==> src/rtl/seven_seg_scanner.sv <==
// rtl/seven_seg_scanner.sv - multiplexed 1..8 digit common-anode seven-segment scanner
//
// Scans NUM_DIGITS digits at SCAN_HZ slots per second. Each slot has 16 PWM sub-phases
// for brightness. New display data is staged on load. It is committed to the shadow
// registers only at a frame boundary, so the display never tears.
//
// Optional feature: define SEVEN_SEG_LEADING_ZERO_BLANK_EN to blank leading zeros.
//
// Ports:
//   CLK100MHZ    in   system clock
//   reset        in   synchronous active-high reset
//   value        in   packed hex nibbles; nibble i drives digit i (digit 0 = AN[0])
//   dp_mask      in   1 = decimal point lit on digit i
//   digit_en     in   1 = digit i displayed
//   brightness   in   duty level, 0 = 1/16 on, 15 = full on (sampled live)
//   load         in   strobe that stages value/dp_mask/digit_en
//   load_ack     out  pulse when staged data is committed
//   frame_start  out  pulse after the scan index wraps to 0
//   AN           out  anodes, active low
//   SEG          out  {CA,CB,CC,CD,CE,CF,CG,DP}, active low
module seven_seg_scanner #(
    parameter int NUM_DIGITS = 8,
    parameter int CLK_HZ     = 100_000_000,
    parameter int SCAN_HZ    = 1000
) (
    input  logic                    CLK100MHZ,
    input  logic                    reset,
    input  logic [4*NUM_DIGITS-1:0] value,
    input  logic [NUM_DIGITS-1:0]   dp_mask,
    input  logic [NUM_DIGITS-1:0]   digit_en,
    input  logic [3:0]              brightness,
    input  logic                    load,
    output logic                    load_ack,
    output logic                    frame_start,
    output logic [7:0]              AN,
    output logic [7:0]              SEG
);
    localparam int DIV     = CLK_HZ / SCAN_HZ;
    localparam int SUB_LEN = DIV / 16;
    localparam int PW      = $clog2(DIV);
    localparam int SW      = (SUB_LEN > 1) ? $clog2(SUB_LEN) : 1;

    logic [PW-1:0]           presc_q;
    logic [SW-1:0]           sub_cnt_q;
    logic [3:0]              sub_idx_q;
    logic [2:0]              idx_q;
    logic                    pending_q;
    logic [4*NUM_DIGITS-1:0] stg_val_q, sh_val_q;
    logic [NUM_DIGITS-1:0]   stg_dp_q, sh_dp_q;
    logic [NUM_DIGITS-1:0]   stg_en_q, sh_en_q;
    logic                    load_ack_q, frame_start_q;
    logic [7:0]              an_q, seg_q;

    logic                    slot_tick, sub_end, wrap, commit;
    logic [3:0]              nib;
    logic                    en_bit, dp_bit, lit;
    logic [NUM_DIGITS-1:0]   lz_mask;
    logic                    lz_found;
    logic [7:0]              an_d, seg_d;

    function automatic logic [6:0] hex7(input logic [3:0] h);
        logic [6:0] r;
        case (h)
            4'h0: r = 7'b0000001;
            4'h1: r = 7'b1001111;
            4'h2: r = 7'b0010010;
            4'h3: r = 7'b0000110;
            4'h4: r = 7'b1001100;
            4'h5: r = 7'b0100100;
            4'h6: r = 7'b0100000;
            4'h7: r = 7'b0001111;
            4'h8: r = 7'b0000000;
            4'h9: r = 7'b0000100;
            4'hA: r = 7'b0001000;
            4'hB: r = 7'b1100000;
            4'hC: r = 7'b0110001;
            4'hD: r = 7'b1000010;
            4'hE: r = 7'b0110000;
            default: r = 7'b0111000;
        endcase
        return r;
    endfunction

    assign slot_tick = (presc_q == PW'(DIV - 1));
    assign sub_end   = (sub_cnt_q == SW'(SUB_LEN - 1));
    assign wrap      = slot_tick && (idx_q == 3'(NUM_DIGITS - 1));
    // A load landing on the wrap tick is committed directly, even with nothing pending.
    assign commit    = wrap && (pending_q || load);

`ifdef SEVEN_SEG_LEADING_ZERO_BLANK_EN
    // Walk from the top digit down; zeros seen before any enabled nonzero digit are leading.
    always_comb begin
        lz_mask  = '0;
        lz_found = 1'b0;
        for (int i = NUM_DIGITS - 1; i >= 1; i--) begin
            if (sh_en_q[i] && (sh_val_q[i*4 +: 4] != 4'h0)) begin
                lz_found = 1'b1;
            end
            lz_mask[i] = sh_en_q[i] && (sh_val_q[i*4 +: 4] == 4'h0) && !lz_found;
        end
    end
`else
    assign lz_mask  = '0;
    assign lz_found = 1'b0;
`endif

    always_comb begin
        nib    = 4'h0;
        en_bit = 1'b0;
        dp_bit = 1'b0;
        for (int i = 0; i < NUM_DIGITS; i++) begin
            if (idx_q == 3'(i)) begin
                nib    = sh_val_q[i*4 +: 4];
                en_bit = sh_en_q[i] && !lz_mask[i];
                dp_bit = sh_dp_q[i];
            end
        end
        lit   = en_bit && (sub_idx_q <= brightness);
        an_d  = 8'hFF;
        seg_d = 8'hFF;
        if (lit) begin
            an_d[idx_q] = 1'b0;
            seg_d       = {hex7(nib), ~dp_bit};
        end
    end

    always_ff @(posedge CLK100MHZ) begin
        if (reset) begin
            presc_q       <= '0;
            sub_cnt_q     <= '0;
            sub_idx_q     <= '0;
            idx_q         <= '0;
            pending_q     <= 1'b0;
            stg_val_q     <= '0;
            stg_dp_q      <= '0;
            stg_en_q      <= '0;
            sh_val_q      <= '0;
            sh_dp_q       <= '0;
            sh_en_q       <= '0;
            load_ack_q    <= 1'b0;
            frame_start_q <= 1'b0;
            an_q          <= 8'hFF;
            seg_q         <= 8'hFF;
        end else begin
            presc_q   <= slot_tick ? '0 : presc_q + PW'(1);
            sub_cnt_q <= (slot_tick || sub_end) ? '0 : sub_cnt_q + SW'(1);
            if (slot_tick) begin
                sub_idx_q <= 4'd0;
                idx_q     <= wrap ? 3'd0 : idx_q + 3'd1;
            end else if (sub_end) begin
                sub_idx_q <= sub_idx_q + 4'd1;
            end
            if (load) begin
                stg_val_q <= value;
                stg_dp_q  <= dp_mask;
                stg_en_q  <= digit_en;
            end
            if (commit) begin
                pending_q <= 1'b0;
                sh_val_q  <= load ? value    : stg_val_q;
                sh_dp_q   <= load ? dp_mask  : stg_dp_q;
                sh_en_q   <= load ? digit_en : stg_en_q;
            end else if (load) begin
                pending_q <= 1'b1;
            end
            load_ack_q    <= commit;
            frame_start_q <= wrap;
            an_q          <= an_d;
            seg_q         <= seg_d;
        end
    end

    assign load_ack    = load_ack_q;
    assign frame_start = frame_start_q;
    assign AN          = an_q;
    assign SEG         = seg_q;
endmodule

==> config.mk <==
export PLATFORM = sky130hd
export DESIGN_NAME = seven_seg_scanner
export DESIGN_NICKNAME = d
export VERILOG_FILES = /design/src/rtl/seven_seg_scanner.sv
export SDC_FILE = /design/constraint.sdc
export NUM_CORES = 1
export LEC_CHECK = 0
export BUFFER_PORTS_ARGS = -buffer_cell sky130_fd_sc_hd__buf_2
export CORE_ASPECT_RATIO = 1.25
export CORE_MARGIN = 2
export CORE_UTILIZATION = 35
export DETAILED_ROUTE_END_ITERATION = 10
export GPL_TIMING_DRIVEN = 0
export PLACE_DENSITY = 0.62
export SLEW_MARGIN = 25
export SYNTH_ARGS = -nofsm -noshare
export SYNTH_HDL_FRONTEND = slang
export SYNTH_SLANG_ARGS = --single-unit
==> constraint.sdc <==
create_clock -name CLK100MHZ -period 6.75 [get_ports CLK100MHZ]
set_input_delay 1.35 -clock CLK100MHZ [delete_from_list [all_inputs] [get_ports CLK100MHZ]]
set_output_delay 1.35 -clock CLK100MHZ [all_outputs]
set_load 0.005 [all_outputs]
==> impl_metrics.csv, run 1 <==
group,metric,value,unit
outcome,outcome,"completed",
yosys,mappedNetlistArea,0.006491,sq mm
critical_path,r2r_start,"idx_q[0]",
critical_path,cp_max_fo,10,
finish,final_common_cell,"dfxtp_1",
worst_hold_path,hp-class,"register to register",
cts,ctsLongestPathBuffers,2,
pwr,ir_drop,0.1587,mV
route,drtIter0Drc,260,
pwr,p_leak,3.016,nW
yosys,synth-seq-cells,152,
timing,setup_tns,0,ns
critical_path,endpoint_kind,"register",
route,drt-pass1-iter-count,5,
timing,min_period,3.573,ns
critical_path,arrival,3.88,ns
cts,htreeDepth,4,
yosys,netlist_instances,724,
finish,layout_common_cells,"dfxtp_1, nor2_1, buf_2",
cts,root_buffer,"clkbuf_16",
cts,cts_buffers,17,
cts,cts_sinks,152,
timing,slew_headroom,54.99,%
critical_path,path_class,"register to register",
finish,antenna_cells,0,
timing,tightest_slew,0.6751,ns
yosys,synth-async-reset-ratio,0,%
route,drtAntennaViolNets,0,
cts,holdBufCountCts,0,
route,vias_per_cell,4.807,
timing,whs,0.4639,ns
yosys,avgSynthCellArea,8.966,sq um
timing,slew_violations,0,
floorplanning,ioPinCount,73,
cts,clk_latency,0.42,ns
yosys,yosysWarnings,0,
yosys,ys_types,56,
grt,grt_first_pass_wirelength,24120,microns
critical_path,required,7.05,ns
cts,cts_tree,"yes",
route,drc,0,
grt,grt_pass1_vias,4887,
place,gp_congestion,0.8269,
route,wl_per_cell,13.97,microns
timing,period_share,52.93,%
grt,antenna_found_initial,0,
pwr,p_total,1.979,mW
finish,drive_above_1_share,15.50,%
worst_hold_path,min_from,"sh_en_q[2]",
critical_path,reg2reg_to,"SEG[4]",
route,drt_wl_total,14730,microns
grt,track_usage,15.56,%
yosys,synth_edf_count,0,
critical_path,r2r_cells,13,
route,via_count,5067,
yosys,ys_seq_area_share,46.88,%
floorplanning,rows,55,
timing,hold_viol,0,
floorplanning,die_h,156.3,microns
finish,nets,889,
floorplanning,start_util,35.73,%
floorplanning,die-area,0.01966,sq mm
place,dp_hpwl,10830,microns
pwr,p_per_area,255.7,mW/mm^2
grt,grt-ovfl-total,0,
cts,clk_pin_slew,0.06,ns
floorplanning,coreArea,0.01817,sq mm
worst_hold_path,holdPathEnd,"sh_en_q[2]",
run,cap_violations,0,
finish,fill_cells,1852,
timing,setup_viol,0,
finish,design_area,0.007741,sq mm
cts,cts_resized,0,
worst_hold_path,whs_path_depth,2,
grt,grt_max_degree,17,
place,io_buffers,71,
yosys,syn_nets,799,
cts,cts_setup_buffers,0,
yosys,synth_ff_type,"dfxtp_1",
critical_path,startpoint_type,"register",
timing,clock_skew,0.008010,ns
floorplanning,die_x,125.8,microns
timing,rsz0062_at_grt,"false",
finish,syn2layout_area_growth,19.26,%
timing,clock.fmax,279.9,MHz
critical_path,r2r_slack,3.18,ns
place,place_area,0.007132,sq mm
-- state kept, by name, indices dropped and copies added, names as in the netlist, 13 cells and up --
name / count
presc_q: 17
sh_val_q: 32
stg_val_q: 32
sub_cnt_q: 13
-- power by group --
part	internal, mW	leakage [nW]	switching, mW	total (mW)
combinational	0.0386	1.49	0.0455	0.0841
sequential	0.917	1.24	0.00733	0.925
clock	0.593	0.289	0.377	0.970
-- how the worst max path moves through the flow --
stage	to	from
after floorplan	SEG[4]	idx_q[0]
after global placement	SEG[4]	idx_q[0]
after detailed placement	SEG[4]	idx_q[0]
after CTS	SEG[4]	idx_q[0]
after global routing	SEG[4]	idx_q[0]
final	SEG[4]	idx_q[0]
-- cell usage after synthesis (9+ instances only) --
library cell	number	area (sq um)
dfxtp_1	152	3043
nor2_1	96	360.4
nand2_1	72	270.3
o21ai_0	58	290.3
nand2b_1	55	344.1
mux2i_1	54	540.5
clkbuf_1	25	93.84
ha_1	20	250.2
nand3_1	20	100.1
inv_1	19	71.32
a21oi_1	17	85.08
xor2_1	15	131.4
xnor2_1	11	96.34
o21ai_1	10	50.05
nand4_1	9	56.30
-- layer usage --
metal	global-route usage [%]	vias to the layer above	wire length [microns]
met5	0	-	0
met4	4.762	0	216
met3	4.718	18	737
met2	27.28	98	7360
met1	18.32	2324	6412
li1	-	2627	-
-- final cells by class --
cell class	instances	area [sq um]	share of cell area (%)
Timing Repair Buffer	71	355.3	4.590
Tap cell	228	285.3	3.685
Multi-Input combinational cell	508	3154	40.75
Buffer	44	219.0	2.829
Sequential cell	152	3043	39.31
Clock buffer	18	439.2	5.673
Clock inverter	13	170.2	2.198
Inverter	20	75.07	0.9698
-- logic make-up after synthesis --
group,Yosys count,synth area share (%)
simple gates,288,21.67
flops,152,46.88
compound gates,117,10.72
buf+inv,64,4.530
mux,57,8.847
xor+xnor,26,3.508
fa+ha+maj,20,3.855
-- worst max-delay path, stage by stage, from the launching register on --
cell      delay [ns]
dfxtp_1         0.35
clkbuf_1        0.29
inv_1           0.16
ha_1            0.31
clkbuf_1        0.30
a211o_1         0.37
a32o_1          0.20
a311o_1         0.36
a22oi_2         0.33
inv_1           0.12
ha_1            0.28
mux2i_1         0.15
mux2_2          0.17
nand2_1         0.05
-- through the flow --
stage | cells | setup WS (ns) | util (%)
after detailed placement | 1023 | 3.173 | 39.26
after floorplan | 724 | 3.836 | -
final | 1054 | 3.177 | 42.61
after global routing | 1054 | 2.937 | 42.61
after CTS | 1054 | 3.162 | 42.61
after global placement | 1023 | 3.219 | 39.26
Power figures use the tool's default switching activity.
==> run 2: changes to the inputs <==
Settings changed: ABC_AREA set to 1, PLACE_DENSITY 0.62 to 0.64.
Clock period 6.75 ns to 2.9 ns, I/O delays scaled along.
==> run 2 against run 1 <==
  * Combinational power increased to 2.8 times the previous value
  * Synthesized cell count is 25% higher
  * Non-clock buffer count decreased by 12
  * Critical path depth rose by 4
  * Cell area rose by 4.3%
  * Die area is 5.0% higher
  * Clock skew rose by 0.00056 ns
  * Critical endpoint unchanged
  * First-iteration DRC count down 0.38%
  * Core utilization down 0.68 points
==> impl_metrics.csv, run 2 <==
group,metric,value,unit
route,drtAntennaViolNets,0,
yosys,synth_top_family_by_area,"simple AND/OR/NAND/NOR gates",
grt,grt-ovfl-total,0,
place,io_buffers,72,
timing,slew_violations,0,
pwr,power_frac_comb,5.1,%
yosys,synth_common_cells,"nand2_1, dfxtp_1, inv_1",
cts,cts_tree,"yes",
route,drt_wl_total,15210,microns
yosys,mappedNetlistArea,0.006828,sq mm
critical_path,path_class,"register to register",
critical_path,endpoint_kind,"register",
finish,design_area,0.008074,sq mm
critical_path,cp_max_fo,10,
yosys,synth_most_common_cell,"nand2_1",
yosys,netlist_top_cells_area,"dfxtp_1, nand2_1, inv_1",
yosys,synth_ff_type,"dfxtp_1",
route,drtIter0Drc,259,
yosys,synth-seq-cells,152,
route,via_count,5606,
finish,multi_input_area,0.003029,sq mm
cts,htreeDepth,4,
cts,clk_latency,0.43,ns
finish,nets,1071,
finish,drive_above_1_share,19.03,%
yosys,synth_xor_area_share,0.8979,%
floorplanning,die-area,0.02065,sq mm
yosys,yosys.area.top_type,"dfxtp_1",
floorplanning,coreArea,0.01926,sq mm
cts,cts_setup_buffers,0,
yosys,syn_nets,980,
yosys,synth-compound-area-share,11.95,%
place,dp_hpwl,11560,microns
pwr,internal_power,3.503,mW
cts,ctsLongestPathBuffers,2,
cts,cts_buffers,17,
critical_path,arrival,2.93,ns
pwr,seqPwrFrac,46.8,%
timing,slew_headroom,59.27,%
pwr,pwr-share-clk,48.1,%
pwr,p_per_area,568.4,mW/mm^2
grt,grt_max_degree,17,
place,place_area,0.007483,sq mm
yosys,yosys-mux-area-fraction,0,%
floorplanning,die_h,160.2,microns
yosys,netlist_instances,905,
pwr,switchingPower,1.087,mW
finish,syn2layout_area_growth,18.25,%
route,drt-pass1-iter-count,4,
yosys,yosysWarnings,0,
grt,track_usage,15.51,%
grt,grt_pass1_vias,5384,
finish,fill_cells,1998,
finish,regArea,0.003043,sq mm
timing,tightest_slew,0.6110,ns
critical_path,r2r_slack,0.28,ns
critical_path,r2r_cells,17,
finish,antenna_cells,0,
timing,setup_tns,0,ns
floorplanning,die_x,128.9,microns
finish,final_common_cell,"nand2_1",
worst_hold_path,hp-class,"primary input to register",
floorplanning,ioPinCount,73,
grt,grt_first_pass_wirelength,25410,microns
yosys,synthSimpleGateAreaFrac,27.85,%
floorplanning,rows,57,
timing,rsz0062_at_grt,"false",
critical_path,startpoint,"idx_q[2]",
yosys,yosysTopAreaCellShare,44.57,%
finish,layout_common_cells,"nand2_1, dfxtp_1, inv_1",
floorplanning,start_util,35.46,%
yosys,avgSynthCellArea,7.545,sq um
yosys,synth-async-reset-ratio,0,%
run,cap_violations,0,
cts,holdBufCountCts,0,
timing,clock.fmax,382.4,MHz
critical_path,r2r_start,"idx_q[2]",
timing,hold_viol,0,
cts,clk_pin_slew,0.06,ns
pwr,switching_share,23.68,%
critical_path,startpoint_type,"register",
pwr,ir_drop,0.4305,mV
yosys,synth_fa_ha_area_share,3.665,%
yosys,synth_edf_count,0,
grt,antenna_found_initial,0,
cts,cts_resized,0,
timing,setup_viol,0,
route,wl_per_cell,12.22,microns
timing,min_period,2.615,ns
route,drc,0,
critical_path,required,3.21,ns
critical_path,cp-endpoint,"SEG[4]",
route,vias_per_cell,4.503,
finish,largest_registers,"sh_val_q: 32 flops, stg_val_q: 32 flops, presc_q: 17 flops",
critical_path,reg2reg_to,"SEG[4]",
timing,clock_skew,0.008573,ns
cts,root_buffer,"clkbuf_16",
pwr,p_leak,3.745,nW
timing,period_share,90.19,%
outcome,outcome,"completed",
yosys,ys_seq_area_share,44.57,%
place,gp_congestion,0.8027,
yosys,ys_types,45,
cts,cts_sinks,152,
[run 2: cell count changes in the layout (fill, tap and decap cells not counted), sizes merged, moves of 11 or more]
cell	before	now
clkbuf	47	29
nand2b	55	0
o21ai	68	43
xnor2	11	0
nor2	97	57
a21oi	17	28
nand2	72	298
nor3	3	23
o22ai	0	32
inv	22	151
mux2i	54	0
[run 2: per-stage QoR]
step	hold slack [ns]	setup slack (ns)	util, %	total power [mW]	std cells
after floorplan	0.4175	0.7310	-	2.343	905
after global placement	0.4333	0.3102	38.86	2.426	1213
after detailed placement	0.4419	0.2795	38.86	2.431	1213
after CTS	0.4314	0.2676	41.93	4.649	1245
after global routing	0.4416	0.009830	41.93	4.773	1245
final	0.4391	0.2846	41.93	4.589	1245
[run 2: cell type report]
| type | count | share of cell area (%) |
|---|---|---|
| sequential | 152 | 37.69 |
| multi-input combinational | 575 | 37.52 |
| inverter | 147 | 6.912 |
| clock buffer | 17 | 5.269 |
| timing repair buffer | 72 | 4.463 |
| tap | 236 | 3.657 |
| buffer | 31 | 2.448 |
| clock inverter | 15 | 2.046 |
[run 2: worst min-delay path by stage]
stage | startpoint | end | cells past startpoint
finish | dp_mask[3] | stg_dp_q[3] | 3
global placement | presc_q[0] | presc_q[0] | 1
detailed placement | presc_q[0] | presc_q[0] | 1
CTS | dp_mask[3] | stg_dp_q[3] | 3
floorplan | presc_q[0] | presc_q[0] | 1
global route | dp_mask[3] | stg_dp_q[3] | 3
[run 2: critical path: stages, from the launching register on]
cell      delay [ns]
dfxtp_1         0.35
buf_6           0.16
inv_4           0.06
ha_1            0.29
inv_1           0.23
o21ai_0         0.13
inv_1           0.06
nand2_1         0.05
nand2_1         0.06
nand2_1         0.06
nand2_1         0.05
nand2_1         0.07
a21boi_1        0.36
ha_1            0.31
nand2_1         0.07
nand3_1         0.06
nand2_1         0.06
nand2_1         0.05
[run 2: power by group through the flow]
stage / registers [mW] / clock network, mW / logic (mW)
global placement: 2.19 / 0 / 0.234
floorplan: 2.19 / 0 / 0.152
detailed placement: 2.19 / 0 / 0.236
finish: 2.15 / 2.21 / 0.233
CTS: 2.15 / 2.26 / 0.238
global route: 2.15 / 2.35 / 0.269
[run 2: cell families after synthesis]
logic type                 Yosys count
DFF                                152
xor gates and xnor gates             7
buffers and inverters              178
adders and majority gates           20
AOI/OAI and AO/OA                  116
and+or+nand+nor                    432
[run 2: metal layers]
| metal | up-vias | share of wire, % | wire (microns) | GRT usage (%) |
|---|---|---|---|---|
| met5 | - | 0 | 0 | 0 |
| met4 | 0 | 1.2 | 188 | 4.447 |
| met3 | 18 | 4.2 | 645 | 3.819 |
| met2 | 93 | 49 | 7505 | 26.94 |
| met1 | 2468 | 45 | 6875 | 18.87 |
| li1 | 3027 | - | - | - |
